**src/rtl/bit_index_scanner.sv**
```systemverilog
// rtl/bit_index_scanner.sv - emits the index of each set bit of a word, LSB first, one per beat
module bit_index_scanner #(
    parameter int WIDTH = 64,
    parameter int IDX_W = 6,
    parameter int CNT_W = 7
) (
    input  logic             clk,
    input  logic             rst,
    input  logic             in_valid,
    output logic             in_ready,
    input  logic [WIDTH-1:0] opa,
    output logic             out_valid,
    input  logic             out_ready,
    output logic [IDX_W-1:0] out_index,
    output logic [CNT_W-1:0] out_ord,
    output logic             out_last,
    output logic             out_empty
);

    typedef enum logic {
        S_IDLE = 1'b0,
        S_EMIT = 1'b1
    } state_t;

    state_t           state_q, state_d;
    logic [WIDTH-1:0] work_q, work_d;
    logic [CNT_W-1:0] ord_q, ord_d;

    logic [IDX_W-1:0] low_idx;
    logic [WIDTH-1:0] work_cleared;
    logic             one_or_none;

    // Scanning down from the MSB lets the lowest set bit win.
    always_comb begin
        low_idx = '0;
        for (int i = WIDTH - 1; i >= 0; i--) begin
            if (work_q[i]) begin
                low_idx = IDX_W'(i);
            end
        end
    end

    assign work_cleared = work_q & (work_q - WIDTH'(1));
    assign one_or_none  = (work_cleared == '0);

    always_comb begin
        state_d   = state_q;
        work_d    = work_q;
        ord_d     = ord_q;
        in_ready  = 1'b0;
        out_valid = 1'b0;
        out_index = '0;
        out_ord   = '0;
        out_last  = 1'b0;
        out_empty = 1'b0;
        case (state_q)
            S_IDLE: begin
                in_ready = 1'b1;
                if (in_valid) begin
                    work_d  = opa;
                    ord_d   = CNT_W'(1);
                    state_d = S_EMIT;
                end
            end
            S_EMIT: begin
                out_valid = 1'b1;
                out_index = low_idx;
                out_ord   = ord_q;
                out_last  = one_or_none;
                out_empty = (work_q == '0);
                if (out_ready) begin
                    work_d = work_cleared;
                    ord_d  = ord_q + CNT_W'(1);
                    if (one_or_none) begin
                        state_d = S_IDLE;
                    end
                end
            end
            default: begin
                state_d = S_IDLE;
            end
        endcase
    end

    always_ff @(posedge clk) begin
        if (rst) begin
            state_q <= S_IDLE;
            work_q  <= '0;
            ord_q   <= '0;
        end else begin
            state_q <= state_d;
            work_q  <= work_d;
            ord_q   <= ord_d;
        end
    end

endmodule

```
**config.mk**
```make
export PLATFORM = sky130hd
export DESIGN_NAME = bit_index_scanner
export DESIGN_NICKNAME = d
export VERILOG_FILES = /design/src/rtl/bit_index_scanner.sv
export SDC_FILE = /design/constraint.sdc
export NUM_CORES = 1
export LEC_CHECK = 0
export CAP_MARGIN = 20
export CORE_ASPECT_RATIO = 1.4
export CORE_MARGIN = 4
export CORE_UTILIZATION = 35
export CTS_CLUSTER_DIAMETER = 40
export CTS_CLUSTER_SIZE = 10
export DETAILED_ROUTE_END_ITERATION = 6
export GPL_TIMING_DRIVEN = 0
export RECOVER_POWER = 25
export SETUP_SLACK_MARGIN = 0.3
export SLEW_MARGIN = 20
export SYNTH_ARGS = -nofsm -noshare
export SYNTH_HDL_FRONTEND = slang
export SYNTH_SLANG_ARGS = --single-unit
```
**constraint.sdc**
```tcl
create_clock -name clk -period 4.2 [get_ports clk]
set_input_delay 0.84 -clock clk [delete_from_list [all_inputs] [get_ports clk]]
set_output_delay 0.84 -clock clk [all_outputs]
set_load 0.01 [all_outputs]
```
==> results of run 1 <==
-- worst register-to-register path, delay by kind of cell, from the launching register on --
kind                   cells  cell delay [ps]
flip-flops                 1              330
AND/OR/NAND/NOR            4             1150
AO/OA/AOI/OAI              1              170
buffers and inverters      4             1570
-- registers in the layout, indices dropped and copies added, names as in the netlist --
register / count
state_q: 1
work_q: 64
ord_q: 7
-- where the power goes --
part           internal (W)  switching, W
Sequential         0.000726     0.0000565
Clock              0.000554      0.000330
Combinational      0.000312      0.000432
-- cells by family (layout without fill, tap and decap cells) --
logic type	after synthesis	after routing	share of synthesized area
AND/OR/NAND/NOR	298	298	0.318
flip-flops	72	72	0.302
adder cells (fa/ha/maj)	4	4	0.00891
AO/OA/AOI/OAI	210	210	0.292
multiplexers	6	6	0.0128
buffers and inverters	78	208	0.0637
XOR/XNOR	1	1	0.00183
-- final timing paths --
kind                                  from  slack [ps]  cells after the start   endpoint
worst max-delay path            work_q[31]         -50                     10   out_last
worst max register to register     state_q         830                      9  work_q[9]
worst min-delay path              ord_q[6]         510                      2   ord_q[6]
worst min register to register    ord_q[6]         510                      2   ord_q[6]
-- cell usage in the layout, fill, tap and decap left out, drive strengths merged, types with 6 or more instances in the layout --
| cell | netlist | final |
|---|---|---|
| o21ai | 43 | 43 |
| buf | 8 | 43 |
| o211ai | 12 | 12 |
| a22oi | 10 | 10 |
| or3 | 7 | 7 |
| nor2 | 89 | 89 |
| and2 | 8 | 8 |
| a221oi | 6 | 6 |
| a2111oi | 8 | 8 |
| o41ai | 7 | 7 |
| nor4 | 29 | 29 |
| clkdlybuf4s50 | 0 | 75 |
| o311ai | 7 | 7 |
| dfxtp | 72 | 72 |
| nand2 | 76 | 76 |
| nor3 | 34 | 34 |
| nand3 | 14 | 14 |
| a21oi | 59 | 59 |
| a211oi | 13 | 13 |
| or4 | 13 | 13 |
| o31ai | 6 | 6 |
| nand4 | 8 | 8 |
| inv | 17 | 17 |
| or2 | 7 | 7 |
| clkbuf | 53 | 63 |
-- routing by layer --
metal | vias to the layer above | wire, um | part of all wire
met5 | - | 0 | 0
met4 | 0 | 1390 | 0.061
met3 | 76 | 1260 | 0.056
met2 | 249 | 11300 | 0.50
met1 | 2828 | 8740 | 0.39
li1 | 2735 | - | -
-- synth_stat cells, types with 7 or more instances --
master / count / area (sq um)
a2111oi_0: 8 / 70.1
a211oi_1: 13 / 97.6
a21oi_1: 59 / 295
a22oi_1: 10 / 75.1
and2_1: 8 / 50.1
clkbuf_1: 53 / 199
dfxtp_1: 72 / 1440
inv_1: 17 / 63.8
nand2_1: 75 / 282
nand3_1: 11 / 55.1
nand4_1: 8 / 50.1
nor2_1: 89 / 334
nor3_1: 34 / 170
nor4_1: 23 / 144
o211ai_1: 12 / 90.1
o21ai_0: 42 / 210
o311ai_0: 7 / 61.3
or2_2: 7 / 43.8
or3_1: 7 / 43.8
or4_1: 10 / 75.1
-- metrics by stage --
step	cell area, sq um	util
2_1_floorplan	4770	-
3_3_place_gp	5820	0.435
3_5_place_dp	5820	0.435
4_1_cts	6550	0.490
5_1_grt	6720	0.502
6_report	6720	0.502
-- final cells by class --
class	count	area [sq um]	area share
Buffer	61	295	0.0439
Inverter	17	63.8	0.00950
Timing Repair Buffer	114	1080	0.160
Clock inverter	4	76.3	0.0114
Tap cell	182	228	0.0339
Sequential cell	72	1450	0.215
Clock buffer	12	256	0.0382
Multi-Input combinational cell	519	3280	0.488
-- repair_timing --
item / CTS / global route
buffers inserted: 24 / 8
pin swaps: 17 / 17
resized for setup: 57 / 37
hold buffers: 0 / 0
setup endpoints to repair: 7 / 7
==> flow_summary.html, run 1 <==
<table>
<tr><th>Metric</th><th>Value</th></tr>
<tr><th colspan="2">Outcome</th></tr>
<tr><td>Outcome</td><td>complete, but fails checks</td></tr>
<tr><td>Failing checks</td><td>negative setup slack</td></tr>
<tr><th colspan="2">Floorplanning</th></tr>
<tr><td>Top-level port count</td><td>85</td></tr>
<tr><td>Initial standard-cell utilization of the core</td><td>0.357</td></tr>
<tr><td>Core area</td><td>between 0.01 and 0.015 sq mm</td></tr>
<tr><td>Row Count</td><td>50</td></tr>
<tr><td>DIE WIDTH</td><td>~110 um</td></tr>
<tr><td>Die footprint</td><td>approximately 0.016 sq mm</td></tr>
<tr><td>Die Height</td><td>approximately 150 um</td></tr>
<tr><th colspan="2">Place</th></tr>
<tr><td>Place WS</td><td>-691 ps</td></tr>
<tr><td>Buffers on Ports</td><td>82</td></tr>
<tr><td>DP HPWL</td><td>16,300 um</td></tr>
<tr><td>RD Place Congestion</td><td>roughly 0.94</td></tr>
<tr><td>Cell total after placement</td><td>around 930</td></tr>
<tr><th colspan="2">Critical path</th></tr>
<tr><td>Critical Path Fanout Max</td><td>7</td></tr>
<tr><td>Largest delay contributor family on the critical path</td><td>simple AND/OR/NAND/NOR gates</td></tr>
<tr><td>Sum of buffers and inverters on the critical path</td><td>3</td></tr>
<tr><td>Worst setup path category</td><td>register to primary output</td></tr>
<tr><td>Critical path required time</td><td>approximately 3400 ps</td></tr>
<tr><td>Arrival time of the worst setup path</td><td>between 3000 and 4000 ps</td></tr>
<tr><td>Crit-path cells</td><td>or4_4 -&gt; nor4_4 -&gt; buf_4 -&gt; nand4_1 -&gt; buf_4 -&gt; o22a_1 -&gt; o22a_1 -&gt; or3_4 -&gt; nor4_4 -&gt; buf_2</td></tr>
<tr><td>Max stage delay on crit path</td><td>a little under 600 ps</td></tr>
<tr><td>Critical path's slowest cell</td><td>or4_4</td></tr>
<tr><td>CP endpoint kind</td><td>primary output</td></tr>
<tr><td>Crit start category</td><td>register</td></tr>
<tr><th colspan="2">Timing</th></tr>
<tr><td>Crit path setup slack, layout</td><td>-47.8 ps</td></tr>
<tr><td>Final count of hold timing violations</td><td>0</td></tr>
<tr><td>Total setup violations reported at the end of the flow</td><td>1</td></tr>
<tr><td>Relative slew slack</td><td>0.383</td></tr>
<tr><td>Post-route minimum period</td><td>4250 ps</td></tr>
<tr><td>Final cycle utilization of the critical path</td><td>1.01</td></tr>
<tr><td>Slew at the pin closest to its max-slew limit</td><td>between 900 and 1000 ps</td></tr>
<tr><td>Achievable Freq</td><td>~240 MHz</td></tr>
<tr><td>Worst Hold Margin</td><td>between 500 and 600 ps</td></tr>
<tr><td>Total negative slack</td><td>-47.8 ps</td></tr>
<tr><td>Final setup skew</td><td>approximately 11 ps</td></tr>
<tr><td>Final slew viol count</td><td>0</td></tr>
<tr><td>Unrepaired setup endpoints after global routing</td><td>yes</td></tr>
<tr><th colspan="2">Yosys</th></tr>
<tr><td>Most frequently used flop master after synthesis</td><td>dfxtp_1</td></tr>
<tr><td>Share of the yosys chip area belonging to registers</td><td>0.302</td></tr>
<tr><td>Total standard cell area after synthesis</td><td>roughly 0.0048 sq mm</td></tr>
<tr><td>Mean area per synthesized cell</td><td>between 7 and 8 sq um</td></tr>
<tr><td>Number of distinct library cells after synthesis</td><td>64</td></tr>
<tr><td>Synth Warn #</td><td>0</td></tr>
<tr><td>Net count after synthesis</td><td>about 740</td></tr>
<tr><td>Share of synthesized flip-flops with an asynchronous set or reset</td><td>0</td></tr>
<tr><td>Cell count after synthesis</td><td>669</td></tr>
<tr><td>Count of flip-flops with a built-in enable after synthesis</td><td>0</td></tr>
<tr><td>Count of state elements after synthesis</td><td>72</td></tr>
<tr><th colspan="2">Cells and area</th></tr>
<tr><td>Layout Nets</td><td>~860</td></tr>
<tr><td>Proportion of layout cells with a drive suffix above 1</td><td>0.155</td></tr>
<tr><td>Area growth syn-to-layout</td><td>40.7%</td></tr>
<tr><td>Final std cells w/o fill</td><td>981</td></tr>
<tr><td>Antenna Diode Count</td><td>0</td></tr>
<tr><td>Number of fillers in the final layout</td><td>~1,400</td></tr>
<tr><th colspan="2">Drt</th></tr>
<tr><td>Total routed wirelength</td><td>~23,000 um</td></tr>
<tr><td>Routed via count divided by cell count</td><td>6.00</td></tr>
<tr><td>Number of vias in the routed layout</td><td>between 5,000 and 6,000</td></tr>
<tr><td>Drt drc</td><td>0</td></tr>
<tr><td>Number of DRC markers in iteration 0</td><td>roughly 350</td></tr>
<tr><td>Routed wire per std cell</td><td>about 23 um</td></tr>
<tr><td>Pre-Repair DR Iteration Count</td><td>7</td></tr>
<tr><td>Number of routed nets with antenna violations</td><td>0</td></tr>
<tr><th colspan="2">Job</th></tr>
<tr><td>Max-cap violations</td><td>0</td></tr>
<tr><th colspan="2">Global route</th></tr>
<tr><td>Initial antenna violation count</td><td>0</td></tr>
<tr><td>Met2 track demand over resource in global routing</td><td>0.494</td></tr>
<tr><td>Met3 track utilization from global routing</td><td>0.0398</td></tr>
<tr><td>Via count of the first global-routing pass</td><td>5,712</td></tr>
<tr><td>Global routing usage summed across all routing layers</td><td>0.291</td></tr>
<tr><td>Routing layer with the top usage in global route</td><td>met2</td></tr>
<tr><td>Global-route wire length before repair</td><td>~34,000 um</td></tr>
<tr><td>Met1 global-route usage</td><td>0.343</td></tr>
<tr><td>Global route overflow</td><td>0</td></tr>
<tr><td>Largest net degree at the start of global routing</td><td>13</td></tr>
<tr><th colspan="2">Pwr</th></tr>
<tr><td>Pwr Density</td><td>between 300 and 400 mW/mm^2</td></tr>
<tr><td>Peak supply drop</td><td>about 0.2 mV</td></tr>
<tr><td>Leakage dissipation</td><td>2.38 nW</td></tr>
<tr><td>Overall power consumption</td><td>approximately 0.0024 W</td></tr>
<tr><th colspan="2">Clock tree</th></tr>
<tr><td>Worst-path clk slew</td><td>60 ps</td></tr>
<tr><td>Number of buffers added by the clock tree synthesis step</td><td>9</td></tr>
<tr><td>Skew-Pair Late Insertion Delay</td><td>around 360 ps</td></tr>
<tr><td>Htree depth</td><td>3</td></tr>
<tr><td>Clock tree sinks</td><td>roughly 70</td></tr>
<tr><td>Root buffer cell</td><td>clkbuf_16</td></tr>
<tr><td>Maximum buffer depth of the clock tree</td><td>2</td></tr>
<tr><td>TritonCTS clock tree</td><td>yes</td></tr>
<tr><th colspan="2">Min path</th></tr>
<tr><td>Type of the worst min-delay path</td><td>register to register</td></tr>
</table>
Note: power is estimated with default switching activity, not from simulation.
==> run 2: changes to the inputs <==
--- a/config.mk
+++ b/config.mk
@@ -6,13 +6,14 @@
 export NUM_CORES = 1
 export LEC_CHECK = 0
 export CAP_MARGIN = 20
-export CORE_ASPECT_RATIO = 1.4
+export CORE_ASPECT_RATIO = 0.6
 export CORE_MARGIN = 4
-export CORE_UTILIZATION = 35
+export CORE_UTILIZATION = 54
 export CTS_CLUSTER_DIAMETER = 40
 export CTS_CLUSTER_SIZE = 10
 export DETAILED_ROUTE_END_ITERATION = 6
 export GPL_TIMING_DRIVEN = 0
+export PLACE_DENSITY = 0.82
 export RECOVER_POWER = 25
 export SETUP_SLACK_MARGIN = 0.3
 export SLEW_MARGIN = 20
==> flow_summary.html, run 2 (synthesized netlist as in run 1, its figures left out) <==
<table>
<tr><th>Metric</th><th>Value</th></tr>
<tr><th colspan="2">Floorplanning</th></tr>
<tr><td>Row Count</td><td>26</td></tr>
<tr><td>Initial standard-cell utilization of the core</td><td>0.558</td></tr>
<tr><td>Die Height</td><td>approximately 81 um</td></tr>
<tr><td>Die footprint</td><td>0.0105 sq mm</td></tr>
<tr><td>DIE WIDTH</td><td>around 130 um</td></tr>
<tr><td>Top-level port count</td><td>85</td></tr>
<tr><td>Core area</td><td>between 0.008 and 0.009 sq mm</td></tr>
<tr><th colspan="2">Critical path</th></tr>
<tr><td>Arrival time of the worst setup path</td><td>around 3500 ps</td></tr>
<tr><td>FF-to-FF path depth</td><td>10</td></tr>
<tr><td>CP endpoint kind</td><td>primary output</td></tr>
<tr><td>Worst setup path category</td><td>register to primary output</td></tr>
<tr><td>Crit start category</td><td>register</td></tr>
<tr><td>Critical Path Fanout Max</td><td>4</td></tr>
<tr><td>Critical path required time</td><td>about 3400 ps</td></tr>
<tr><th colspan="2">Clock tree</th></tr>
<tr><td>Worst-path clk slew</td><td>about 70 ps</td></tr>
<tr><td>Skew-Pair Late Insertion Delay</td><td>around 340 ps</td></tr>
<tr><td>Htree depth</td><td>3</td></tr>
<tr><td>Root buffer cell</td><td>clkbuf_16</td></tr>
<tr><td>Maximum buffer depth of the clock tree</td><td>2</td></tr>
<tr><td>TritonCTS clock tree</td><td>yes</td></tr>
<tr><td>Number of buffers added by the clock tree synthesis step</td><td>9</td></tr>
<tr><td>Clock tree sinks</td><td>roughly 70</td></tr>
<tr><td>Hold Buf Count CTS</td><td>0</td></tr>
<tr><th colspan="2">Pwr</th></tr>
<tr><td>Relative contribution of sequential cells to total power</td><td>0.332</td></tr>
<tr><td>Leakage dissipation</td><td>approximately 2.3 nW</td></tr>
<tr><td>Internal power summed over all cells</td><td>0.00152 W</td></tr>
<tr><td>Pwr Density</td><td>between 300 and 400 mW/mm^2</td></tr>
<tr><td>Peak supply drop</td><td>between 0.2 and 0.3 mV</td></tr>
<tr><td>Overall power consumption</td><td>between 0.002 and 0.0025 W</td></tr>
<tr><td>Gate power share</td><td>0.321</td></tr>
<tr><td>Share of total power consumed by net switching</td><td>0.356</td></tr>
<tr><td>Proportion of power drawn by the clock network</td><td>0.346</td></tr>
<tr><td>Switching power total</td><td>0.000841 W</td></tr>
<tr><th colspan="2">Min path</th></tr>
<tr><td>Type of the worst min-delay path</td><td>register to register</td></tr>
<tr><td>Worst hold path stage count</td><td>2</td></tr>
<tr><th colspan="2">Cells and area</th></tr>
<tr><td>Area growth syn-to-layout</td><td>37.5%</td></tr>
<tr><td>Largest registers in the final layout</td><td>work_q (64), ord_q (7), state_q (1)</td></tr>
<tr><td>Number of fillers in the final layout</td><td>642</td></tr>
<tr><td>Commonest non-fill, non-tap cell in the layout</td><td>nor2_1</td></tr>
<tr><td>Number of flip-flops under the largest register name</td><td>64</td></tr>
<tr><td>Layout Nets</td><td>roughly 850</td></tr>
<tr><td>Largest Register</td><td>work_q</td></tr>
<tr><td>Area of all placed cells without fillers</td><td>approximately 0.0066 sq mm</td></tr>
<tr><td>Antenna Diode Count</td><td>0</td></tr>
<tr><td>Commonest non-fill, non-tap cells in the layout</td><td>88 x nor2_1, 77 x clkdlybuf4s50_1, 73 x nand2_1</td></tr>
<tr><td>Proportion of layout cells with a drive suffix above 1</td><td>0.141</td></tr>
<tr><td>Final std cells w/o fill</td><td>900</td></tr>
<tr><th colspan="2">Drt</th></tr>
<tr><td>Routed via count divided by cell count</td><td>approximately 7.1</td></tr>
<tr><td>Total routed wirelength</td><td>about 22,000 um</td></tr>
<tr><td>Number of vias in the routed layout</td><td>6,360</td></tr>
<tr><td>Number of DRC markers in iteration 0</td><td>between 1,000 and 1,500</td></tr>
<tr><td>Routed wire per std cell</td><td>about 24 um</td></tr>
<tr><td>Pre-Repair DR Iteration Count</td><td>5</td></tr>
<tr><td>Drt drc</td><td>0</td></tr>
<tr><td>Number of routed nets with antenna violations</td><td>0</td></tr>
<tr><th colspan="2">Timing</th></tr>
<tr><td>Slew at the pin closest to its max-slew limit</td><td>955 ps</td></tr>
<tr><td>Crit path setup slack, layout</td><td>-126 ps</td></tr>
<tr><td>Relative slew slack</td><td>0.363</td></tr>
<tr><td>Achievable Freq</td><td>between 200 and 250 MHz</td></tr>
<tr><td>Final slew viol count</td><td>0</td></tr>
<tr><td>Final count of hold timing violations</td><td>0</td></tr>
<tr><td>Final setup skew</td><td>8.60 ps</td></tr>
<tr><td>Unrepaired setup endpoints after global routing</td><td>yes</td></tr>
<tr><td>Total setup violations reported at the end of the flow</td><td>1</td></tr>
<tr><td>Post-route minimum period</td><td>about 4300 ps</td></tr>
<tr><td>Final cycle utilization of the critical path</td><td>1.03</td></tr>
<tr><th colspan="2">Place</th></tr>
<tr><td>Buffers on Ports</td><td>just over 80</td></tr>
<tr><td>Cell total after placement</td><td>about 860</td></tr>
<tr><td>DP HPWL</td><td>14,700 um</td></tr>
<tr><td>Cell area after placement</td><td>around 0.0057 sq mm</td></tr>
<tr><td>RD Place Congestion</td><td>1.05</td></tr>
<tr><th colspan="2">Global route</th></tr>
<tr><td>Global route overflow</td><td>0</td></tr>
<tr><td>Largest net degree at the start of global routing</td><td>13</td></tr>
<tr><td>Via count of the first global-routing pass</td><td>roughly 5,800</td></tr>
<tr><td>Initial antenna violation count</td><td>1</td></tr>
<tr><td>Global-route wire length before repair</td><td>approximately 33,000 um</td></tr>
<tr><td>Global routing usage summed across all routing layers</td><td>0.414</td></tr>
<tr><th colspan="2">Job</th></tr>
<tr><td>Max-cap violations</td><td>0</td></tr>
<tr><th colspan="2">Outcome</th></tr>
<tr><td>Failing checks</td><td>negative setup slack</td></tr>
<tr><td>Outcome</td><td>complete, but fails checks</td></tr>
</table>
[run 2: layer usage]
layer | up-vias | global-route usage | part of all wire
met5 | - | 0 | 0.00059
li1 | 2713 | - | -
met3 | 125 | 0.175 | 0.18
met1 | 2914 | 0.570 | 0.39
met4 | 2 | 0.153 | 0.041
met2 | 606 | 0.573 | 0.39
[run 2: final timing paths]
check	start	to	slack [ps]
min reg2reg	ord_q[4]	ord_q[4]	520
min	ord_q[4]	ord_q[4]	520
max reg2reg	work_q[16]	state_q	880
max	work_q[16]	out_last	-130
[run 2: worst max-delay path, cell delays in order, from the launching register on]
cell      delay (ps)
dfxtp_1          310
clkbuf_8         140
nor4_4           460
nand2_2          170
o41ai_4          460
nand3_1          130
or4_4            560
or4_4            450
nor4_4           280
buf_2            190
[run 2: cell type report]
type / instances / area, sq um / area share
Sequential cell: 72 / 1440 / 0.220
Inverter: 17 / 63.8 / 0.00972
Tap cell: 112 / 140 / 0.0213
Timing Repair Buffer: 103 / 982 / 0.150
Clock buffer: 11 / 253 / 0.0385
Multi-Input combinational cell: 519 / 3320 / 0.506
Buffer: 61 / 304 / 0.0463
Clock inverter: 5 / 55.1 / 0.00839
[run 2: what timing repair did]
action                     4_1_cts  5_1_grt
gates resized for setup         75       17
setup endpoints to repair        6        8
hold endpoints to repair         0        0
setup buffers                   20        1
gates cloned                     0        0
pin swaps                       16        2
[run 2: power groups by stage]
stage,sequential [W],clock [W],combinational [W]
floorplan,0.000773,0,0.000378
global placement,0.000785,0,0.000601
detailed placement,0.000787,0,0.000606
CTS,0.000779,0.000807,0.000695
global route,0.000789,0.000838,0.000794
finish,0.000786,0.000818,0.000760
[run 2: metrics by stage]
stage,util,setup TNS (ps),setup slack [ps],hold slack (ps)
2_1_floorplan,-,0,551,463
3_3_place_gp,0.670,-627,-627,486
3_5_place_dp,0.670,-600,-600,502
4_1_cts,0.758,0,31.9,513
5_1_grt,0.767,-109,-109,557
6_report,0.767,-126,-126,517
